### src/rtl/parking_pkg.sv
// Shared types and constants for the parking gate sensor interface.
// Build option: define WRONG_WAY_DETECT_EN to add the wrong_way output.
package parking_pkg;

    // Lane tracker states; 3-bit encoding, remaining codes are unused.
    typedef enum logic [2:0] {
        IDLE  = 3'd0,
        A     = 3'd1,
        AB    = 3'd2,
        B     = 3'd3,
        REV   = 3'd4,
        FAULT = 3'd5
    } lane_state_t;

    localparam int LANE_ENTRY = 0;
    localparam int LANE_EXIT  = 1;

    localparam int unsigned DEFAULT_DEBOUNCE_CYCLES = 16;
    localparam int unsigned DEFAULT_TIMEOUT_CYCLES  = 50000;

    // States in which a lane may dwell only for a bounded time.
    function automatic logic is_timed_state(input lane_state_t s);
        return (s == A) || (s == AB) || (s == B) || (s == REV);
    endfunction

endpackage

### src/rtl/parking_lane_tracker.sv
// One gate lane: 2-flop synchronisers and debouncers for both beams, a beam
// order FSM producing a one-cycle pass pulse, and a dwell timeout into FAULT.
// Build option: WRONG_WAY_DETECT_EN adds wrong_way_o.
//
// Handshake: none. passed_o / wrong_way_o are single-cycle strobes with no
// back-pressure; the consumer must sample them every clock.
module parking_lane_tracker
    import parking_pkg::*;
#(
    parameter int unsigned DEBOUNCE_CYCLES = DEFAULT_DEBOUNCE_CYCLES,
    parameter int unsigned TIMEOUT_CYCLES  = DEFAULT_TIMEOUT_CYCLES
) (
    input  logic clk_i,
    input  logic rst_ni,
    input  logic sensor_a_i,
    input  logic sensor_b_i,
`ifdef WRONG_WAY_DETECT_EN
    output logic wrong_way_o,
`endif
    output logic passed_o,
    output logic busy_o,
    output logic fault_o
);

    localparam int DB_W = $clog2(DEBOUNCE_CYCLES + 1);
    localparam int TO_W = $clog2(TIMEOUT_CYCLES + 1);
    localparam logic [DB_W-1:0] DB_LAST = DB_W'(DEBOUNCE_CYCLES - 1);
    localparam logic [TO_W-1:0] TO_LAST = TO_W'(TIMEOUT_CYCLES - 1);
    localparam logic [TO_W-1:0] TO_MAX  = TO_W'(TIMEOUT_CYCLES);

    // Index 0 is beam a, index 1 is beam b.
    logic [1:0]      raw;
    logic [1:0]      sync1_q;
    logic [1:0]      sync2_q;
    logic [1:0]      filt_q;
    logic [1:0]      filt_d;
    logic [DB_W-1:0] cnt_q [2];
    logic [DB_W-1:0] cnt_d [2];

    lane_state_t     state_q;
    lane_state_t     state_d;
    logic [TO_W-1:0] dwell_q;
    logic [TO_W-1:0] dwell_d;
    logic [1:0]      ab;
    logic            pass_d;
    logic            pass_q;
    logic            busy_q;
    logic            fault_q;

    assign raw = {sensor_b_i, sensor_a_i};
    assign ab  = {filt_q[0], filt_q[1]};

    // Debounce: a level change is accepted after DEBOUNCE_CYCLES consecutive differing samples.
    always_comb begin
        filt_d = filt_q;
        cnt_d[0] = '0;
        cnt_d[1] = '0;
        for (int i = 0; i < 2; i++) begin
            if (sync2_q[i] != filt_q[i]) begin
                if (cnt_q[i] == DB_LAST) begin
                    filt_d[i] = sync2_q[i];
                end else begin
                    cnt_d[i] = cnt_q[i] + DB_W'(1);
                end
            end
        end
    end

    // Synchroniser chain, filtered levels and debounce counters.
    always_ff @(posedge clk_i or negedge rst_ni) begin
        if (!rst_ni) begin
            sync1_q  <= '0;
            sync2_q  <= '0;
            filt_q   <= '0;
            cnt_q[0] <= '0;
            cnt_q[1] <= '0;
        end else begin
            sync1_q  <= raw;
            sync2_q  <= sync1_q;
            filt_q   <= filt_d;
            cnt_q[0] <= cnt_d[0];
            cnt_q[1] <= cnt_d[1];
        end
    end

    // Beam-order next state, dwell timeout and pulse decode.
    always_comb begin
        state_d = state_q;
        case (state_q)
            IDLE: begin
                case (ab)
                    2'b10:   state_d = A;
                    2'b11:   state_d = AB;
                    2'b01:   state_d = REV;
                    default: state_d = IDLE;
                endcase
            end
            A: begin
                case (ab)
                    2'b11:   state_d = AB;
                    2'b01:   state_d = B;
                    2'b00:   state_d = IDLE;
                    default: state_d = A;
                endcase
            end
            AB: begin
                case (ab)
                    2'b01:   state_d = B;
                    2'b10:   state_d = A;
                    2'b00:   state_d = IDLE;
                    default: state_d = AB;
                endcase
            end
            B: begin
                case (ab)
                    2'b00:   state_d = IDLE;
                    2'b11:   state_d = AB;
                    2'b10:   state_d = A;
                    default: state_d = B;
                endcase
            end
            REV, FAULT: begin
                if (ab == 2'b00) state_d = IDLE;
            end
            default: state_d = IDLE;
        endcase

        // A lane stuck in one state for TIMEOUT_CYCLES is declared faulty.
        if (is_timed_state(state_q) && (dwell_q == TO_LAST)) begin
            state_d = FAULT;
        end

        dwell_d = dwell_q;
        if ((state_d != state_q) || (state_q == IDLE)) begin
            dwell_d = '0;
        end else if (dwell_q != TO_MAX) begin
            dwell_d = dwell_q + TO_W'(1);
        end

        pass_d = (state_q == B) && (state_d == IDLE);
    end

    // FSM state, dwell counter and registered lane outputs.
    always_ff @(posedge clk_i or negedge rst_ni) begin
        if (!rst_ni) begin
            state_q <= IDLE;
            dwell_q <= '0;
            pass_q  <= 1'b0;
            busy_q  <= 1'b0;
            fault_q <= 1'b0;
        end else begin
            state_q <= state_d;
            dwell_q <= dwell_d;
            pass_q  <= pass_d;
            busy_q  <= (state_d != IDLE);
            fault_q <= (state_d == FAULT);
        end
    end

    assign passed_o = pass_q;
    assign busy_o   = busy_q;
    assign fault_o  = fault_q;

`ifdef WRONG_WAY_DETECT_EN
    logic ww_d;
    logic ww_q;

    // Wrong-way strobe on entering REV and again if REV times out.
    always_comb begin
        ww_d = ((state_q == IDLE) && (state_d == REV)) ||
               ((state_q == REV) && (state_d == FAULT));
    end

    // Registered wrong-way strobe, aligned with the state it reports.
    always_ff @(posedge clk_i or negedge rst_ni) begin
        if (!rst_ni) begin
            ww_q <= 1'b0;
        end else begin
            ww_q <= ww_d;
        end
    end

    assign wrong_way_o = ww_q;
`endif

endmodule

### src/rtl/parking_sensor_interface.sv
// Parking gate sensor interface: two independent lane trackers turning raw
// dual-beam sensors into entry_passed / exit_passed pulses.
// Build option: WRONG_WAY_DETECT_EN adds the wrong_way[1:0] output.
module parking_sensor_interface
    import parking_pkg::*;
#(
    parameter int unsigned DEBOUNCE_CYCLES = DEFAULT_DEBOUNCE_CYCLES,
    parameter int unsigned TIMEOUT_CYCLES  = DEFAULT_TIMEOUT_CYCLES
) (
    input  logic       clk,
    input  logic       reset_n,
    input  logic       entry_sensor_a,
    input  logic       entry_sensor_b,
    input  logic       exit_sensor_a,
    input  logic       exit_sensor_b,
`ifdef WRONG_WAY_DETECT_EN
    output logic [1:0] wrong_way,
`endif
    output logic       entry_passed,
    output logic       exit_passed,
    output logic       entry_busy,
    output logic       exit_busy,
    output logic [1:0] sensor_fault
);

    // Entry lane: a is the outer beam, b the inner beam.
    parking_lane_tracker #(
        .DEBOUNCE_CYCLES (DEBOUNCE_CYCLES),
        .TIMEOUT_CYCLES  (TIMEOUT_CYCLES)
    ) u_entry (
        .clk_i       (clk),
        .rst_ni      (reset_n),
        .sensor_a_i  (entry_sensor_a),
        .sensor_b_i  (entry_sensor_b),
`ifdef WRONG_WAY_DETECT_EN
        .wrong_way_o (wrong_way[LANE_ENTRY]),
`endif
        .passed_o    (entry_passed),
        .busy_o      (entry_busy),
        .fault_o     (sensor_fault[LANE_ENTRY])
    );

    // Exit lane: a is the lot-side beam, b the street-side beam.
    parking_lane_tracker #(
        .DEBOUNCE_CYCLES (DEBOUNCE_CYCLES),
        .TIMEOUT_CYCLES  (TIMEOUT_CYCLES)
    ) u_exit (
        .clk_i       (clk),
        .rst_ni      (reset_n),
        .sensor_a_i  (exit_sensor_a),
        .sensor_b_i  (exit_sensor_b),
`ifdef WRONG_WAY_DETECT_EN
        .wrong_way_o (wrong_way[LANE_EXIT]),
`endif
        .passed_o    (exit_passed),
        .busy_o      (exit_busy),
        .fault_o     (sensor_fault[LANE_EXIT])
    );

endmodule
### config.mk
export PLATFORM = sky130hd
export DESIGN_NAME = parking_sensor_interface
export DESIGN_NICKNAME = d
export VERILOG_FILES = /design/src/rtl/parking_pkg.sv /design/src/rtl/parking_lane_tracker.sv /design/src/rtl/parking_sensor_interface.sv
export SDC_FILE = /design/constraint.sdc
export NUM_CORES = 1
export LEC_CHECK = 0
export CORE_ASPECT_RATIO = 0.8
export CORE_MARGIN = 2
export CORE_UTILIZATION = 50
export CTS_CLUSTER_DIAMETER = 80
export DETAILED_ROUTE_END_ITERATION = 7
export PLACE_DENSITY = 0.67
export SLEW_MARGIN = 5
export SYNTH_ARGS = -nofsm -noshare
export SYNTH_HDL_FRONTEND = slang
export SYNTH_SLANG_ARGS = --single-unit
### constraint.sdc
create_clock -name clk -period 4.1 [get_ports clk]
set_clock_uncertainty 0.1 [all_clocks]
set_input_delay 1.23 -clock clk [delete_from_list [all_inputs] [get_ports clk]]
set_output_delay 1.23 -clock clk [all_outputs]
set_load 0.02 [all_outputs]
Word-level counts from Yosys, hierarchy flattened
Cells that the tools add are included.

$add $sub $neg: 6. Eq/ne operators: 32. Multiplexer cells: 26. Reductions and logical operators: 28.

Operators by type and width (count): $mux 16 (4); $mux 5 (8); $pmux 2 s3 (6); $add 16x1->16 const B (2); $eq 16x16->1 const B (2); $ne 16x16->1 const B (2); $pmux 3 s5 (2); $add 5x1->5 const B (4); $eq 5x4->1 const B (4); $eq 3x3->1 const B (6); $pmux 3 s3 (2); $eq 3x2->1 const B (4); $logic_not 3->1 (4); $mux 3 (4); $eq 2x2->1 const B (4); $logic_or 1x1->1 (8); $reduce_and 2->1 (4); $eq 3x1->1 const B (2); $ne 3x3->1 (2); $reduce_bool 3->1 (2); $eq 2x1->1 const B (2); $logic_and 1x1->1 (4); $logic_not 2->1 (2); $ne 1x1->1 (4); 2 further kinds (4).

Register bits after elaboration: 76. Input port bits: 6. Output and inout port bits: 6. Logic and storage cells: 114.

Depth between registers and ports, before layout
Gate-level depths: netlist of run 1.

Depth after elaboration: 9. Depth in mapped cells: 8. Depth with buffers taken out: 7.

By module
Synthesis of run 1 repeated with hierarchy kept, for this count alone.

Cells, all modules: 361. Area, all modules: 3794.9 um2.

Modules (own cells, without submodules): parking_lane_tracker at u_entry (times used 1, cells each 185, area each 1919.3 um2, sequential area each 950.9 um2); parking_lane_tracker at u_exit (times used 1, cells each 176, area each 1875.5 um2, sequential area each 950.9 um2).

Least setup slack after synthesis of run 1
OpenSTA, ideal clock, no wires.

Kind: flip-flop to flip-flop. Start: register u_exit.filt_q[0]. End: register u_exit.dwell_q[10]. Setup time: 0.071 ns. Data arrival time: 1.806 ns. Required time: 3.929 ns. Setup slack: 2.123 ns. Cell stages (with the launch flop): 9. Period minus slack after synthesis: 1.977 ns. Cells stage by stage: dfrtp_1 inv_1 ha_1 xor2_1 or3_1 a21oi_1 o21ai_2 buf_6 nor2_1.

Cells in the longest elaborated chain, start to end: 7. Elaborated cells between the ends (all ways): 15. Those cells by class: eq/ne (4); mux (8); reduce/logical (3).

RTL lines: from (decl) (line parking_lane_tracker.sv:35) `logic [1:0] filt_q;`; from (signal assigned) (line parking_lane_tracker.sv:80) `filt_q <= filt_d;`; $eq 2x2->1 (tied with other cells) (line parking_lane_tracker.sv:91, parking_lane_tracker.sv:107, parking_lane_tracker.sv:115); $pmux 2 s3 (tied with other cells) (line parking_lane_tracker.sv:115) `case (ab)`; $pmux 3 s5 * (line parking_lane_tracker.sv:89) `case (state_q)`; $mux 3 * (line parking_lane_tracker.sv:129) `if (is_timed_state(state_q) && (dwell_q == TO_LAST)) begin`; $ne 3x3->1 * (line parking_lane_tracker.sv:134) `if ((state_d != state_q) || (state_q == IDLE)) begin`; $logic_or 1x1->1 * (line parking_lane_tracker.sv:134); $mux 16 or $reduce_bool 2->1 (tied branches); to (signal assigned) (line parking_lane_tracker.sv:153) `dwell_q <= dwell_d;`; to (decl) (line parking_lane_tracker.sv:42) `logic [TO_W-1:0] dwell_q;`.

Mark *: on every way between the ends. The rest lies on a longest branch, timed or not. A chain may end at the register's enable or synchronous reset.

Worst setup path after layout of run 1
Start: register u_entry.fault_q, in the netlist u_entry.fault_o. End: output sensor_fault[0].

RTL lines: from (decl) (line parking_lane_tracker.sv:48) `logic fault_q;`; from (signal assigned) (line parking_lane_tracker.sv:156) `fault_q <= (state_d == FAULT);`; to (decl) (line parking_sensor_interface.sv:23) `output logic [1:0] sensor_fault`.

No word-level cell between the ends.

==> results of run 1 <==
[layout by cell type (no fill, tap or decap), drive strengths merged, types with 12 or more instances in the layout]
cell | synthesis | layout
dfrtp | 76 | 76
nor2 | 57 | 57
xor2 | 34 | 34
nand2 | 27 | 27
nand3 | 24 | 24
ha | 22 | 22
o21ai | 14 | 14
clkbuf | 5 | 13
inv | 12 | 12
[cell type report]
type | instances | area [sq um]
fill | 616 | 3190
sequential | 76 | 1900
multi-input combinational | 267 | 1760
clock buffer | 13 | 159
timing repair buffer | 12 | 115
tap | 90 | 113
clock inverter | 3 | 68.8
inverter | 12 | 45.0
[cells by family after synthesis]
| logic type | after synthesis | share of synthesized area |
|---|---|---|
| AND/OR/NAND/NOR | 166 | 0.230 |
| flip-flops | 76 | 0.505 |
| XOR/XNOR | 44 | 0.102 |
| AO/OA/AOI/OAI | 31 | 0.0512 |
| buffers and inverters | 22 | 0.0269 |
| adder cells (fa/ha/maj) | 22 | 0.0731 |
| multiplexers | 4 | 0.0113 |
[layer usage]
layer | share of wire | track usage
met5 | 0 | 0
met4 | 0.018 | 0.0689
met3 | 0.032 | 0.0519
met2 | 0.43 | 0.249
met1 | 0.52 | 0.246
[power by group through the flow]
stage               Sequential (mW)  Clock [mW]  Combinational, mW
floorplan                     0.785           0             0.0167
global placement              0.786           0             0.0389
detailed placement            0.787           0             0.0392
CTS                           0.772       0.658             0.0394
global route                  0.774       0.693             0.0455
finish                        0.772       0.635             0.0375
[registers in the layout, indices dropped and copies added (netlist names), 3 cells and up]
signal           flops
u_entry.cnt_q       10
u_exit.dwell_q      16
u_exit.state_q       3
u_entry.state_q      3
u_exit.cnt_q        10
u_entry.dwell_q     16
[worst max path at each step]
stage / from / end / slack (ns) / cells after the start
floorplan: u_exit.filt_q[0] / u_exit.dwell_q[10] / 2.12 / 8
global placement: u_entry.dwell_q[0] / u_entry.dwell_q[1] / 1.63 / 6
detailed placement: u_entry.dwell_q[0] / u_entry.dwell_q[5] / 1.59 / 6
CTS: u_entry.busy_o / entry_busy / 1.47 / 1
global route: u_exit.fault_o / sensor_fault[1] / 1.43 / 1
finish: u_entry.fault_o / sensor_fault[0] / 1.49 / 1
==> key figures, run 1 <==
Cells and area
  – Share of layout cells above drive strength 1: 0.0757
  – Ant. Diodes: 0
  – Nets@finish: approximately 410
  – Final Non-Filler Cells: around 470
  – P&R area growth vs syn: 10.6%
  – Finished Cell Area: between 4000 and 5000 sq um
  – Finished Core Util: 0.566

Pwr
  – Sw Ratio: 0.201
  – Clock Power Share: 0.439
  – Cell Pwr Density: approximately 350 nW/um^2
  – Combinational share of power: 0.026
  – Leakage power: between 1.5 and 2 nW
  – Net Switching: a little under 0.3 mW
  – Tot Pwr: around 1.4 mW
  – Seq pwr share: 0.535
  – Worst vdd ir: 0.216 mV
  – Power Internal: approximately 1.2 mW

Synth
  – YS warnings: 0
  – Synth async-reset ratio: 1.00
  – Post-synth EDFFs: 0
  – Yosys cell types: a little under 50
  – Count leader, synth: dfrtp_1
  – Post-synthesis cell count: 365
  – Area leader, netlist: dfrtp_1
  – Net Count, Synth: slightly below 400
  – Post-synth top cells: dfrtp_1 (76), nor2_1 (57), xor2_1 (34)
  – Mean Syn Cell Area: 10.3 sq um
  – Yosys reg bits: between 70 and 80
  – Top FF cell, synth: dfrtp_1
  – Syn Std Cell Area: ~3800 sq um
  – Synth area leaders: dfrtp_1 (51%), xor2_1 (7.9%), ha_1 (7.3%), nor2_1 (5.7%), nand3_1 (3.2%)
  – Sequential area share after synthesis: 0.505
  – Synth top area share: 0.505

Placed design
  – Area post-placement: ~4000 sq um
  – I/O Buffers: 11
  – Post-DP HPWL: ~4.2 mm
  – Post-place setup slack: around 1.6 ns
  – GP Congestion: 0.753
  – Placed insts: between 400 and 500

Worst setup path
  – R2R cell count: 8
  – R2R Setup Slk: between 1.5 and 2 ns
  – Critical path type: reg -> out
  – Startpoint types: flop
  – CP top delay family: buffers and inverters
  – Critical path, cell by cell: clkdlybuf4s50_1
  – Crit Path Max Fanout: 1
  – RR Endpoint: u_entry.dwell_q[5]
  – Critical Path Sink Type: primary output
  – Critical Path Max Stage Delay: roughly 0.6 ns
  – Critical Path RT: between 2 and 3 ns
  – Slowest-stage cell, CP: clkdlybuf4s50_1
  – Worst Path Buf+Inv: 1
  – Arrival @ worst endpoint: roughly 1.3 ns
  – Crit Reg-Reg Startpoint: u_entry.filt_q[0]

CTS
  – Clock root buffer: clkbuf_8
  – Worst-Skew Late Latency: 0.35 ns
  – Number of buffers created by CTS: 9
  – Clock transition at path regs: around 0.08 ns
  – Post-CTS setup repair buffer count: 0
  – H-tree Lvls: 3
  – CTS max path bufs: 2
  – Clock sink count: 76
  – CTS tree: built
  – Post-cts resize count: 0
  – Hold buffers post-CTS: 0

Floorplanning
  – Die area: about 8200 sq um
  – Initial Utilization: 0.512
  – Ports: 12
  – Chip Width: about 100 um
  – Rows: 28
  – Core Box Area: about 7400 sq um
  – Die Y: between 80 and 90 um

STA
  – Endpoints failing setup: 0
  – TNS Setup: 0 ns
  – Part of the cycle the worst path needs: 0.636
  – Hold Vio Cnt, Final: 0
  – Setup ws final: 1.49 ns
  – Final slew viol count: 0
  – Max Fclk: approximately 380 MHz
  – Hold Slack: between 0.2 and 0.25 ns
  – Crit path time final: around 2.6 ns
  – Setup repair after global routing missed its margin: false
  – Slew HR: 0.386
  – Slew @ Worst Pin: around 0.92 ns

Hold path
  – Worst hold path type: reg -> reg
  – Hold-critical path depth: 0
  – Hold_sp: u_exit.sync1_q[0]
  – Hold endpoint: u_exit.sync2_q[0]

Global route
  – GR Util All Layers: 0.173
  – Vias in the first global route: between 2000 and 2500
  – Total global routing overflow: 0
  – First-pass GRT wire length: 11.1 mm
  – Initial antenna violation count: 0
  – Pin count of the biggest net entering global routing: between 70 and 80

Run status
  – Status: finished clean

Route
  – Detailed-route DRC error count: 0
  – Drt first pass iters: 4
  – DRT iter0 DRCs: about 110
  – Drt wl/cell: 12.7 um
  – Antenna-violating nets left: 0
  – Final WL: approximately 6.0 mm
  – Vias: roughly 2500
  – Vias/cell: between 5 and 6

Flow run
  – # Max-Cap Violations: 0
Power figures use the tool's default switching activity.
==> run 2: changes to the inputs <==
- clock period: 4.1 -> 2.4 ns (I/O delays scaled with it)
==> run 2 against run 1 <==
Critical path depth rose by 4. Non-clock buffer count rose by 4. Utilization rose by 0.36 points. Combinational power rose by 83%. Cell count rose by 0.63%. Global-route usage rose by 0.38 points. Wire length rose by 5.1%. Die area did not move. Total power rose by 72%. Register-to-register slack got worse by 1.6 ns. Sequential cell count did not move. Critical path type is now reg -> reg. Largest cell class unchanged. Highest routed layer unchanged.
==> key figures, run 2 (synthesis gave the netlist of run 1 again) <==
Cells and area
  – Commonest non-fill, non-tap cell in the layout: dfrtp_1
  – Fillers: 622 (+0.97%)
  – Most frequent cells in the layout: dfrtp_1 (76), nor2_1 (57), xor2_1 (34), nand2_1 (27), nand3_1 (24)
  – Ant. Diodes: 0 (unchanged)
  – Nets@finish: 410 (+0.99%)
  – Seq. cell area: 1900 sq um (unchanged)
  – Share of layout cells above drive strength 1: 0.0855 (+0.00977)
  – P&R area growth vs syn: 11.3%
  – Multi-input gate area: 1760 sq um (unchanged)
  – Top flop regs: u_entry.dwell_q: 16 flops, u_exit.dwell_q: 16 flops
  – Finished Cell Area: 4190 sq um (+0.63%)
  – Finished Core Util: 0.569 (+0.00357)

STA
  – Max Fclk: 451 MHz
  – Hold Vio Cnt, Final: 0 (unchanged)
  – Slew @ Worst Pin: 0.674 ns (-0.247 ns)
  – Part of the cycle the worst path needs: 0.924
  – Setup repair after global routing missed its margin: false
  – Crit path time final: roughly 2.2 ns
  – Setup ws final: 0.183 ns (-1.31 ns)
  – Endpoints failing setup: 0 (unchanged)
  – Final slew viol count: 0 (unchanged)
  – TNS Setup: 0 ns (unchanged)
  – Slew HR: 0.551 (+0.164)

CTS
  – Number of buffers created by CTS: 9 (unchanged)
  – H-tree Lvls: 3 (unchanged)
  – Clock sink count: 76 (unchanged)
  – Clock transition at path regs: 0.08 ns (about the same)
  – Worst-Skew Late Latency: 0.35 ns (about the same)
  – CTS max path bufs: 2 (unchanged)
  – Post-cts resize count: 0 (unchanged)
  – Clock root buffer: clkbuf_8
  – CTS tree: built
  – Hold buffers post-CTS: 0 (unchanged)
  – Post-CTS setup repair buffer count: 0 (unchanged)

Route
  – Drt wl/cell: 13.3 um (+4.4%)
  – Detailed-route DRC error count: 0 (unchanged)
  – Drt first pass iters: 4 (unchanged)
  – DRT iter0 DRCs: 120 (+7.1%)
  – Final WL: 6.33 mm (+5.1%)
  – Vias/cell: 5.31 (+1.9%)
  – Met1 WL: 3.12 mm (-1.3%)
  – Vias: 2527 (+2.5%)
  – Met2 wire length: 2.92 mm (+14%)
  – Highest metal used: met4
  – WL met3: 222 um (+14%)
  – Antenna-violating nets left: 0 (unchanged)

Worst setup path
  – Startpoint types: flop
  – Arrival @ worst endpoint: 2.33 ns (+1.05 ns)
  – RR Endpoint: u_exit.dwell_q[1]
  – R2R Setup Slk: 0.18 ns (-1.65 ns)
  – Crit Reg-Reg Startpoint: u_exit.dwell_q[11]
  – Critical Path RT: 2.51 ns (-0.26 ns)
  – Slowest-stage cell, CP: or4_1
  – Crit Path Max Fanout: 16 (+15)
  – R2R cell count: 5 (-3)
  – Critical path type: reg -> reg
  – Critical Path Sink Type: flop
  – Critical Path Max Stage Delay: 0.62 ns (+0.02 ns)
  – Critical path, cell by cell: nor4_1 -> nand3_1 -> or4_1 -> o21ai_2 -> nor2_1

Floorplanning
  – Chip Width: 101 um (unchanged)
  – Ports: 12 (unchanged)
  – Die area: 8240 sq um (unchanged)
  – Die Y: 81.6 um (unchanged)
  – Rows: 28 (unchanged)
  – Core Box Area: 7360 sq um (unchanged)
  – Initial Utilization: 0.512 (unchanged)

Pwr
  – Leakage power: 1.92 nW (+0.94%)
  – Combinational share of power: 0.028 (+0.002)
  – Worst vdd ir: 0.322 mV (+49%)
  – Sw Ratio: 0.206 (+0.00535)
  – Power Internal: 1.97 mW (+71%)
  – Cell Pwr Density: 593 nW/um^2 (+71%)
  – Clock Power Share: 0.441 (+0.002)
  – Tot Pwr: 2.48 mW (+72%)
  – Net Switching: 0.512 mW (+76%)
  – Seq pwr share: 0.531 (-0.004)

Placed design
  – I/O Buffers: 11 (unchanged)
  – GP Congestion: 0.806 (+7.0%)
  – Post-DP HPWL: 4.56 mm (+9.5%)
  – Area post-placement: 3970 sq um (+0.96%)
  – Post-place setup slack: 0.200 ns (-1.39 ns)

Global route
  – GR Util All Layers: 0.177 (+0.00381)
  – Vias in the first global route: 2530 (+4.6%)
  – Initial antenna violation count: 0 (unchanged)
  – First-pass GRT wire length: 11.4 mm (+2.7%)
  – Pin count of the biggest net entering global routing: 38 (-51%)
  – Total global routing overflow: 0 (unchanged)

Flow run
  – # Max-Cap Violations: 0 (unchanged)

Run status
  – Status: finished clean

Hold path
  – Worst hold path type: in -> async
[run 2: cell type report]
class                      count  area share
clock buffer                  12      0.0370
clock inverter                 3      0.0164
inverter                      12      0.0108
multi-input combinational    267       0.420
sequential                    76       0.454
tap                           90      0.0269
timing repair buffer          16      0.0346
[run 2: worst max path at each step]
stage,start,end,slack [ns]
finish,u_exit.dwell_q[11],u_exit.dwell_q[1],0.18
global route,u_exit.filt_q[0],u_exit.dwell_q[1],0.03
CTS,u_exit.filt_q[0],u_exit.dwell_q[2],0.18
detailed placement,u_exit.filt_q[0],u_exit.dwell_q[2],0.20
global placement,u_exit.dwell_q[7],u_exit.dwell_q[15],0.26
floorplan,u_exit.filt_q[0],u_exit.dwell_q[10],0.42
[run 2: power by group through the flow]
stage | clock, mW | sequential [mW] | combinational [mW]
after floorplan | 0 | 1.34 | 0.0286
after global placement | 0 | 1.34 | 0.0702
after detailed placement | 0 | 1.34 | 0.0716
after CTS | 1.13 | 1.32 | 0.0720
after global routing | 1.19 | 1.32 | 0.0831
final | 1.10 | 1.32 | 0.0685
[run 2: stage by stage]
step	cells	hold slack [ns]
2_1_floorplan	365	0.231
3_3_place_gp	461	0.235
3_5_place_dp	461	0.241
4_1_cts	476	0.225
5_1_grt	476	0.235
6_report	476	0.211
[run 2: critical path, delay by kind of cell (launching register included)]
| kind | cells | cell delay (ns) |
|---|---|---|
| AOI/OAI and AO/OA | 1 | 0.32 |
| DFF | 1 | 0.41 |
| and+or+nand+nor | 4 | 1.24 |
[run 2: per-layer routing]
layer / vias to the layer above / global-route usage
met5: - / 0
met4: 0 / 0.0486
met3: 8 / 0.0562
met2: 33 / 0.287
met1: 1225 / 0.231
li1: 1261 / -
